**src/rtl/morse_defs.sv**
```systemverilog
// Shared definitions for the Morse transmit path: FSM encoding, LUT word
// layout, segment lengths in Morse units, and the ASCII-to-Morse table.
package morse_defs;

    typedef enum logic [2:0] {
        ST_IDLE,
        ST_LOOKUP,
        ST_LOAD,
        ST_MARK,
        ST_SPACE,
        ST_GAP
    } state_t;

    // LUT word layout: [7:5] symbol count, [4:0] symbols, first symbol at bit 4
    localparam int LEN_MSB = 7;
    localparam int LEN_LSB = 5;
    localparam int SYM_MSB = 4;

    // Segment lengths in Morse time units
    localparam logic [2:0] DOT_UNITS        = 3'd1;
    localparam logic [2:0] DASH_UNITS       = 3'd3;
    localparam logic [2:0] SYM_GAP_UNITS    = 3'd1;
    localparam logic [2:0] LETTER_GAP_UNITS = 3'd3;
    localparam logic [2:0] WORD_GAP_UNITS   = 3'd7;

    localparam logic [7:0] ASCII_SPACE = 8'h20;

    // Mark length for one symbol bit (1 = dash, 0 = dot)
    function automatic logic [2:0] mark_units(input logic is_dash);
        return is_dash ? DASH_UNITS : DOT_UNITS;
    endfunction

    // Table contents: letters (either case) and digits; everything else len=0
    function automatic logic [7:0] lut_word(input logic [7:0] ch);
        logic [7:0] up;
        logic [7:0] w;
        up = (ch >= 8'h61 && ch <= 8'h7A) ? (ch - 8'h20) : ch;
        w  = 8'h00;
        case (up)
            8'h41: w = {3'd2, 5'b01000}; // A .-
            8'h42: w = {3'd4, 5'b10000}; // B -...
            8'h43: w = {3'd4, 5'b10100}; // C -.-.
            8'h44: w = {3'd3, 5'b10000}; // D -..
            8'h45: w = {3'd1, 5'b00000}; // E .
            8'h46: w = {3'd4, 5'b00100}; // F ..-.
            8'h47: w = {3'd3, 5'b11000}; // G --.
            8'h48: w = {3'd4, 5'b00000}; // H ....
            8'h49: w = {3'd2, 5'b00000}; // I ..
            8'h4A: w = {3'd4, 5'b01110}; // J .---
            8'h4B: w = {3'd3, 5'b10100}; // K -.-
            8'h4C: w = {3'd4, 5'b01000}; // L .-..
            8'h4D: w = {3'd2, 5'b11000}; // M --
            8'h4E: w = {3'd2, 5'b10000}; // N -.
            8'h4F: w = {3'd3, 5'b11100}; // O ---
            8'h50: w = {3'd4, 5'b01100}; // P .--.
            8'h51: w = {3'd4, 5'b11010}; // Q --.-
            8'h52: w = {3'd3, 5'b01000}; // R .-.
            8'h53: w = {3'd3, 5'b00000}; // S ...
            8'h54: w = {3'd1, 5'b10000}; // T -
            8'h55: w = {3'd3, 5'b00100}; // U ..-
            8'h56: w = {3'd4, 5'b00010}; // V ...-
            8'h57: w = {3'd3, 5'b01100}; // W .--
            8'h58: w = {3'd4, 5'b10010}; // X -..-
            8'h59: w = {3'd4, 5'b10110}; // Y -.--
            8'h5A: w = {3'd4, 5'b11000}; // Z --..
            8'h30: w = {3'd5, 5'b11111}; // 0 -----
            8'h31: w = {3'd5, 5'b01111}; // 1 .----
            8'h32: w = {3'd5, 5'b00111}; // 2 ..---
            8'h33: w = {3'd5, 5'b00011}; // 3 ...--
            8'h34: w = {3'd5, 5'b00001}; // 4 ....-
            8'h35: w = {3'd5, 5'b00000}; // 5 .....
            8'h36: w = {3'd5, 5'b10000}; // 6 -....
            8'h37: w = {3'd5, 5'b11000}; // 7 --...
            8'h38: w = {3'd5, 5'b11100}; // 8 ---..
            8'h39: w = {3'd5, 5'b11110}; // 9 ----.
            default: w = 8'h00;
        endcase
        return w;
    endfunction

endpackage

```
**src/rtl/ascii2morse_rom.sv**
```systemverilog
// 256 x 8 ASCII-to-Morse lookup ROM with a registered output (1-cycle
// latency). Contents come from the shared table so the ROM is a pure
// constant lookup that synthesis maps to block ROM or LUTs.
module ascii2morse_rom
    import morse_defs::*;
(
    input  logic       clk,
    input  logic [7:0] addr,
    output logic [7:0] data
);

    // Registered read: data for addr is valid one edge after addr is stable
    // NOTE: ROM contents/output carry no reset; a reset here would stop the tools from mapping to block ROM and nothing downstream reads data before a lookup.
    always_ff @(posedge clk) begin
        data <= lut_word(addr);
    end

endmodule

```
**src/rtl/morse_tx.sv**
```systemverilog
// ASCII-to-Morse transmitter. Accepts one char per valid/ready handshake,
// looks it up in the ROM, then keys morse_out with dot/dash/gap timing
// derived from a prescaler (cycles per unit) and a unit down-counter.
module morse_tx
    import morse_defs::*;
#(
    parameter int UNIT_CYCLES = 50_000_000
) (
    input  logic       clk,
    input  logic       reset_n,
    input  logic       in_valid,
    output logic       in_ready,
    input  logic [7:0] in_char,
    output logic       morse_out,
    output logic       busy,
    output logic       done_tick,
    output logic       err_tick
);

    localparam int PW = (UNIT_CYCLES > 1) ? $clog2(UNIT_CYCLES) : 1;
    localparam logic [PW-1:0] PRE_LAST = PW'(UNIT_CYCLES - 1);

    state_t        state;
    state_t        state_next;
    logic [7:0]    addr;
    logic [7:0]    rom_data;
    logic [PW-1:0] prescaler;
    logic [2:0]    unit_cnt;
    logic [3:0]    sym_reg;     // symbols still to send after the current mark
    logic [2:0]    sym_left;    // symbols remaining, including the current mark

    logic          unit_done;
    logic          seg_start;
    logic [2:0]    seg_units;
    logic          sym_load;
    logic          sym_shift;
    logic          done_pulse;
    logic          err_pulse;
    logic [2:0]    rom_len;

    assign rom_len   = rom_data[LEN_MSB:LEN_LSB];
    assign unit_done = (prescaler == PRE_LAST) && (unit_cnt == 3'd1);
    assign in_ready  = (state == ST_IDLE);
    assign busy      = (state != ST_IDLE);

    ascii2morse_rom u_rom (
        .clk  (clk),
        .addr (addr),
        .data (rom_data)
    );

    // State register
    // NOTE: sequential state uses non-blocking (<=) so every register samples pre-edge values regardless of block order.
    always_ff @(posedge clk) begin
        if (!reset_n) state <= ST_IDLE;
        else          state <= state_next;
    end

    // Next-state and per-cycle control decode
    // NOTE: every signal driven here gets a default first, so no path leaves one unassigned and no latch is inferred.
    always_comb begin
        state_next = state;
        seg_start  = 1'b0;
        seg_units  = 3'd0;
        sym_load   = 1'b0;
        sym_shift  = 1'b0;
        done_pulse = 1'b0;
        err_pulse  = 1'b0;
        case (state)
            ST_IDLE: begin
                if (in_valid) state_next = ST_LOOKUP;
            end
            ST_LOOKUP: begin
                state_next = ST_LOAD;
            end
            ST_LOAD: begin
                if (addr == ASCII_SPACE) begin
                    state_next = ST_GAP;
                    seg_start  = 1'b1;
                    seg_units  = WORD_GAP_UNITS;
                end else if (rom_len == 3'd0) begin
                    state_next = ST_IDLE;
                    err_pulse  = 1'b1;
                end else begin
                    state_next = ST_MARK;
                    seg_start  = 1'b1;
                    seg_units  = mark_units(rom_data[SYM_MSB]);
                    sym_load   = 1'b1;
                end
            end
            ST_MARK: begin
                if (unit_done) begin
                    seg_start = 1'b1;
                    if (sym_left > 3'd1) begin
                        state_next = ST_SPACE;
                        seg_units  = SYM_GAP_UNITS;
                    end else begin
                        state_next = ST_GAP;
                        seg_units  = LETTER_GAP_UNITS;
                    end
                end
            end
            ST_SPACE: begin
                if (unit_done) begin
                    state_next = ST_MARK;
                    seg_start  = 1'b1;
                    seg_units  = mark_units(sym_reg[3]);
                    sym_shift  = 1'b1;
                end
            end
            ST_GAP: begin
                if (unit_done) begin
                    state_next = ST_IDLE;
                    done_pulse = 1'b1;
                end
            end
            default: state_next = ST_IDLE;
        endcase
    end

    // Capture the accepted char as the ROM address; ignored while busy
    always_ff @(posedge clk) begin
        if (!reset_n)                         addr <= 8'h00;
        else if (state == ST_IDLE && in_valid) addr <= in_char;
    end

    // Unit timer: both counters restart on every segment change
    always_ff @(posedge clk) begin
        if (!reset_n) begin
            prescaler <= '0;
            unit_cnt  <= 3'd0;
        end else if (seg_start) begin
            prescaler <= '0;
            unit_cnt  <= seg_units;
        end else if (state == ST_MARK || state == ST_SPACE || state == ST_GAP) begin
            if (prescaler == PRE_LAST) begin
                prescaler <= '0;
                unit_cnt  <= unit_cnt - 3'd1;
            end else begin
                prescaler <= prescaler + 1'b1;
            end
        end else begin
            prescaler <= '0;
            unit_cnt  <= 3'd0;
        end
    end

    // Symbol shift register and remaining-symbol count
    always_ff @(posedge clk) begin
        if (!reset_n) begin
            sym_reg  <= 4'd0;
            sym_left <= 3'd0;
        end else if (sym_load) begin
            sym_reg  <= rom_data[SYM_MSB-1:0];
            sym_left <= rom_len;
        end else if (sym_shift) begin
            sym_reg  <= {sym_reg[2:0], 1'b0};
            sym_left <= sym_left - 3'd1;
        end
    end

    // Registered outputs: key follows the next state, ticks are single pulses
    always_ff @(posedge clk) begin
        if (!reset_n) begin
            morse_out <= 1'b0;
            done_tick <= 1'b0;
            err_tick  <= 1'b0;
        end else begin
            morse_out <= (state_next == ST_MARK);
            done_tick <= done_pulse;
            err_tick  <= err_pulse;
        end
    end

endmodule

```
**config.mk**
```make
export PLATFORM = sky130hd
export DESIGN_NAME = morse_tx
export DESIGN_NICKNAME = d
export VERILOG_FILES = /design/src/rtl/morse_defs.sv /design/src/rtl/ascii2morse_rom.sv /design/src/rtl/morse_tx.sv
export SDC_FILE = /design/constraint.sdc
export NUM_CORES = 1
export LEC_CHECK = 0
export ABC_AREA = 0
export CAP_MARGIN = 20
export CORE_ASPECT_RATIO = 0.6
export CORE_UTILIZATION = 65
export DETAILED_ROUTE_END_ITERATION = 7
export PLACE_DENSITY = 0.87
export SLEW_MARGIN = 20
export SYNTH_ARGS = -nofsm -noshare
export SYNTH_HDL_FRONTEND = slang
export SYNTH_HIERARCHICAL = 1
export SYNTH_SLANG_ARGS = --single-unit
```
**constraint.sdc**
```tcl
create_clock -name clk -period 6 [get_ports clk]
set_clock_uncertainty 0.05 [all_clocks]
set_input_delay 1.2 -clock clk [delete_from_list [all_inputs] [get_ports clk]]
set_output_delay 1.2 -clock clk [all_outputs]
set_load 0.1 [all_outputs]
```
======== Word level (Yosys, flattened, before mapping) ========
Memories as Yosys holds them, arrays and structs flattened. A register that Yosys moved wholly into a read port is not among the register bits.
Index checks and enable logic that the tools add are counted.
cells by class
  add/sub/neg operators ................... 4
  bitwise logic cells ..................... 3
  $lt $le $gt $ge ......................... 3
  eq/ne operators ......................... 10
  mux-type cells .......................... 32
  reductions and logical operators ........ 13
operator list
  kind                                                                                  count
  3-bit two-way mux                                                                     11
  26-bit by 1-bit adder with 26-bit output (second input constant)                      1
  26-bit equality test (second input constant)                                          1
  3-bit one-hot mux with 6 select lines                                                 1
  2-bit two-way mux                                                                     7
  3-bit by 2-bit equality test with 1-bit output (second input constant)                3
  3-bit one-hot mux with 3 select lines                                                 1
  8-bit by 6-bit equality test with 1-bit output (second input constant)                1
  8-bit by 7-bit greater-or-equal comparator with 1-bit output (second input constant)  1
  8-bit by 7-bit less-or-equal comparator with 1-bit output (second input constant)     1
  1-bit two-way mux                                                                     8
  4-bit two-way mux                                                                     2
  8-bit two-way mux                                                                     1
  8-bit by 6-bit subtractor with 8-bit output (second input constant)                   1
  3-bit by 1-bit equality test with 1-bit output (second input constant)                2
  3-bit equality test (second input constant)                                           2
  3-bit zero test                                                                       2
  3-bit by 1-bit subtractor with 3-bit output (second input constant)                   2
  4-bit OR reduction                                                                    1
  3-bit by 1-bit > comparator with 1-bit output (second input constant)                 1
  1-bit logical AND                                                                     3
  3-bit inequality test (second input constant)                                         1
  1-bit NOT                                                                             3
  3-bit nonzero test                                                                    1
  6 further kinds                                                                       7
word-level totals
  output and inout bits ................... 5
  memories ................................ 1
  input port bits ......................... 11
  ROM bits ................................ 1024
  register bits after elaboration ......... 50
memories
  memory            words  width  rd ports  clocked after memory_dff  write ports  RTL line          source
  (name not given)  128    8      1         1                         0            morse_defs.sv:39  case (up)

======== Depth between registers and ports, before layout ========
  word-level depth ........................ 6
  mapped depth ............................ 8

======== Hierarchy ========
Netlist, hierarchy kept.
modules (own cells, without submodules)
  module           area an instance (µm²)  times used  cells an instance
  morse_tx         2448.6                  1           298
  ascii2morse_rom  790.8                   1           97

======== Worst setup path after synthesis ========
No wires, ideal clock.
  kind .................................... register to output
  start ................................... register state[0]
  end ..................................... output port busy
  arrival ................................. 3.974 ns
  cell stages (with the launch flop) ...... 4
  buffers on the path ..................... 1
  slack ................................... 0.776 ns
  cells stage by stage .................... dfxtp_1 > clkbuf_1 > nor3_1 > inv_1
between the ends
  word-level cells in the longest chain between the ends .. 1
ends and longest elaborated chain
  element                 RTL line        source
  start, declared         morse_tx.sv:23  state_t state;
  start signal, assigned  morse_tx.sv:56  else state <= state_next;
  3-bit nonzero test      morse_tx.sv:44  assign busy = (state != ST_IDLE);
  end, declared           morse_tx.sv:15  output logic busy,
No other way between the ends.

======== Worst setup path after layout ========
  start ................................... register state[0]
  end ..................................... output port in_ready
between the ends
  word-level cells in the longest chain between the ends .. 1
ends and longest elaborated chain
  element          RTL line        source
  3-bit zero test  morse_tx.sv:43  assign in_ready = (state == ST_IDLE);
  end, declared    morse_tx.sv:12  output logic in_ready,
No other way between the ends.

==> key figures <==
Pwr
  – P_leak: 0.00124 µW
  – Power share of the clock group: 45.1%
  – Power share of the combinational group: 8.8%
  – PwrDens: 244 nW/µm²
  – Sw frac: 24.4%
  – Sequential share of power: 46.1%
  – Switching Power: 215 µW
  – Maximum VDD drop: 0.000231 V
  – Internal Power: roughly 670 µW

Global routing
  – Total global-route track usage: about a third
  – First-pass GRT wire length: 12,600 µm
  – Largest net degree at the start of global routing: 29
  – Remaining Overflow, GRT: 0
  – Initial antenna violation count: 0
  – Vias in the first global route: 2,594

Logic synthesis
  – Top post-synthesis cells by count: 58 x dfxtp_1, 41 x nand2_1, 40 x nor2_1
  – Yosys top cell by area: dfxtp_1
  – Syn_nets: 419
  – Most frequent cell after synthesis: dfxtp_1
  – Synth Instances: 395
  – Top post-synthesis cells by area: dfxtp_1 36%, ha_1 5.0%, nand2_1 4.8%
  – Avg Inst Size Synth: a little over 8 µm²
  – Synth warn: 6
  – Top cell type's share of synthesized area: 35.8%
  – FFs w/ async S/R, synth: 0%
  – Yosys cell types: ~60
  – Synth Register Bits: 58
  – Top_reg_cell synth: dfxtp_1
  – Post-synthesis sequential area ratio: 35.8%
  – Post-Syn Area: 3240 µm²
  – Number of synthesized flops with an enable pin: 0

Route
  – DRC viols: 0
  – Top Metal Used: met4
  – Via count: 2,925
  – Drt first pass iters: 5
  – DR WL met3: a little over 700 µm
  – Met1 WL: 3660 µm
  – Post-Route WL: 7600 µm
  – Vias per cell: 6.20
  – Met2 wire length: 3120 µm
  – DRT antenna net count: 0
  – Initial drt markers: about 290
  – Routed wire per std cell: ~16 µm

Floorplanning
  – CORE AREA: roughly 4700 µm²
  – DIE WIDTH: between 90 and 100 µm
  – # rows: 19
  – Initial Util: between 60% and 70%
  – Die height: 56.7 µm
  – IO Count: 16
  – Die ar.: 5280 µm²

Worst setup path
  – Top cell family by delay on the critical path: buffers and inverters
  – WS Path Type: reg2out
  – Startpoint types: flip-flop
  – Worst-path cell chain: nor3_1 > clkdlybuf4s50_1
  – Worst setup EP type: output port
  – Worst Path Required: 4.75 ns
  – Max stage delay on crit path: 1.21 ns
  – Critical path arrival: 2.40 ns
  – Crit-path max FO: 11
  – CP bufs+invs: 1
  – Crit-path slowest cell: clkdlybuf4s50_1
  – Flop-to-flop setup slack: 3.43 ns

Finish
  – Top reg by flops: prescaler
  – FF/Latch Area: 1160 µm²
  – Antenna diode count: 0
  – Multi-input combinational cell area: 1920 µm²
  – Fin area: 3610 µm²
  – Regs by FF count: prescaler (26), addr (8), u_rom/data (8)
  – Fill cells: 330
  – Synthesis-to-layout area growth: 11.4%
  – Share of cells above drive strength 1: 8.31%
  – Final #Nets: 428
  – Largest register FFs: 26

Placement
  – Hpwl dp: 5200 µm
  – Final Wtd Congestion: 0.948
  – Port bufs: 15
  – Cell Area, Placed: 3380 µm²

Clock tree
  – Post-CTS Resized: 0
  – Clk_lat worst skew: 0.35 ns
  – Num CTS Buffers: 9
  – CTS tree: yes
  – Hold buffers post-CTS: 0
  – Post-CTS setup buffer count: 0
  – CTS Root Buffer Type: clkbuf_8
  – Worst-case clock buffer depth: 2
  – CTS H-tree depth: 3
  – Clock Sinks: just under 60
  – Clock-pin slew on the worst setup and hold paths: 0.07 ns

Timing
  – Period utilization: about three fifths
  – Final Setup Violations: 0
  – Slew HR: about a third
  – Max-slew violation count: 0
  – Worst-margin pin slew: 0.999 ns
  – Fin crit period: 3.65 ns
  – Achievable Freq: 274 MHz
  – Final Hold Violating Endpoints: 0
  – Total Neg Setup Slack: 0 ns
  – RSZ-0062 raised after global routing: false

Min path
  – Hold WC Path Type: reg2reg

Outcome
  – Status: completed

Job
  – Max-cap violation count: 0
layout by cell type, fill, tap and decap left out, drive strengths merged, types with 7 or more instances in the layout:
master	instances
a21oi	24
and3	7
clkbuf	11
clkdlybuf4s50	15
dfxtp	58
ha	13
inv	20
mux2i	11
nand2	41
nand3	20
nand4	8
nor2	40
nor2b	8
nor3	13
nor4	8
o21ai	11
xnor2	14
xor2	11
layout make-up:
class,instances,share of cell area (%)
repair buffers,15,4.16
inverters,21,2.18
multi-input cells,299,53.2
clock inverters,5,2.15
well taps,63,2.18
clock buffers,11,3.92
flip-flops and latches,58,32.2
final timing paths:
kind | start | endpoint | cells after the start
worst max-delay path | state[0]$_SDFF_PN0_ | in_ready | 2
worst min-delay path | u_rom/data[0]$_SDFF_PP0_ | sym_reg[0]$_SDFFE_PN0P_ | 2
worst max register to register | addr[3]$_SDFFE_PN0P_ | sym_left[1]$_SDFFE_PN0P_ | 5
worst min register to register | u_rom/data[0]$_SDFF_PP0_ | sym_reg[0]$_SDFFE_PN0P_ | 2
logic make-up (layout without fill, tap and decap cells):
group / after synthesis / count (layout) / synth area share [%]
and+or+nand+nor: 172 / 172 / 27.5
AOI/OAI and AO/OA: 77 / 77 / 16.1
DFF: 58 / 58 / 35.8
buffers and inverters: 38 / 52 / 5.06
xor gates and xnor gates: 25 / 25 / 6.76
adders and majority gates: 13 / 13 / 5.02
muxes: 12 / 12 / 3.75
routing by layer:
metal	vias to the layer above	GRT usage (%)
li1	1416	-
met1	1332	47.2
met2	162	43.9
met3	15	8.94
met4	0	7.69
met5	-	0
worst register-to-register path, stage by stage, from the launching register on:
cell and delay, ns:
dfxtp_1 0.63, nor4b_1 0.84, a211o_1 0.46, nand2_1 0.09, mux2_2 0.27, a21oi_1 0.15
power by group through the flow:
stage               Combinational (µW)  Clock [µW]  Sequential [µW]
floorplan                         62.5           0              405
global placement                  72.8           0              414
detailed placement                74.6           0              414
CTS                               75.6         396              406
global route                      83.4         417              408
finish                            77.2         397              406
metrics by stage:
step / std cells / hold slack [ns] / setup slack, ns / total power (µW) / utilization [%]
3_3_place_gp: 456 / 0.390 / 2.78 / 486 / 72.2
6_report: 472 / 0.414 / 2.35 / 881 / 77.1
2_1_floorplan: 395 / 0.376 / 0.776 / 468 / -
5_1_grt: 472 / 0.431 / 2.31 / 908 / 77.1
4_1_cts: 472 / 0.415 / 2.39 / 878 / 76.9
3_5_place_dp: 456 / 0.404 / 2.71 / 489 / 72.2
(Power assumes the default switching activity.)
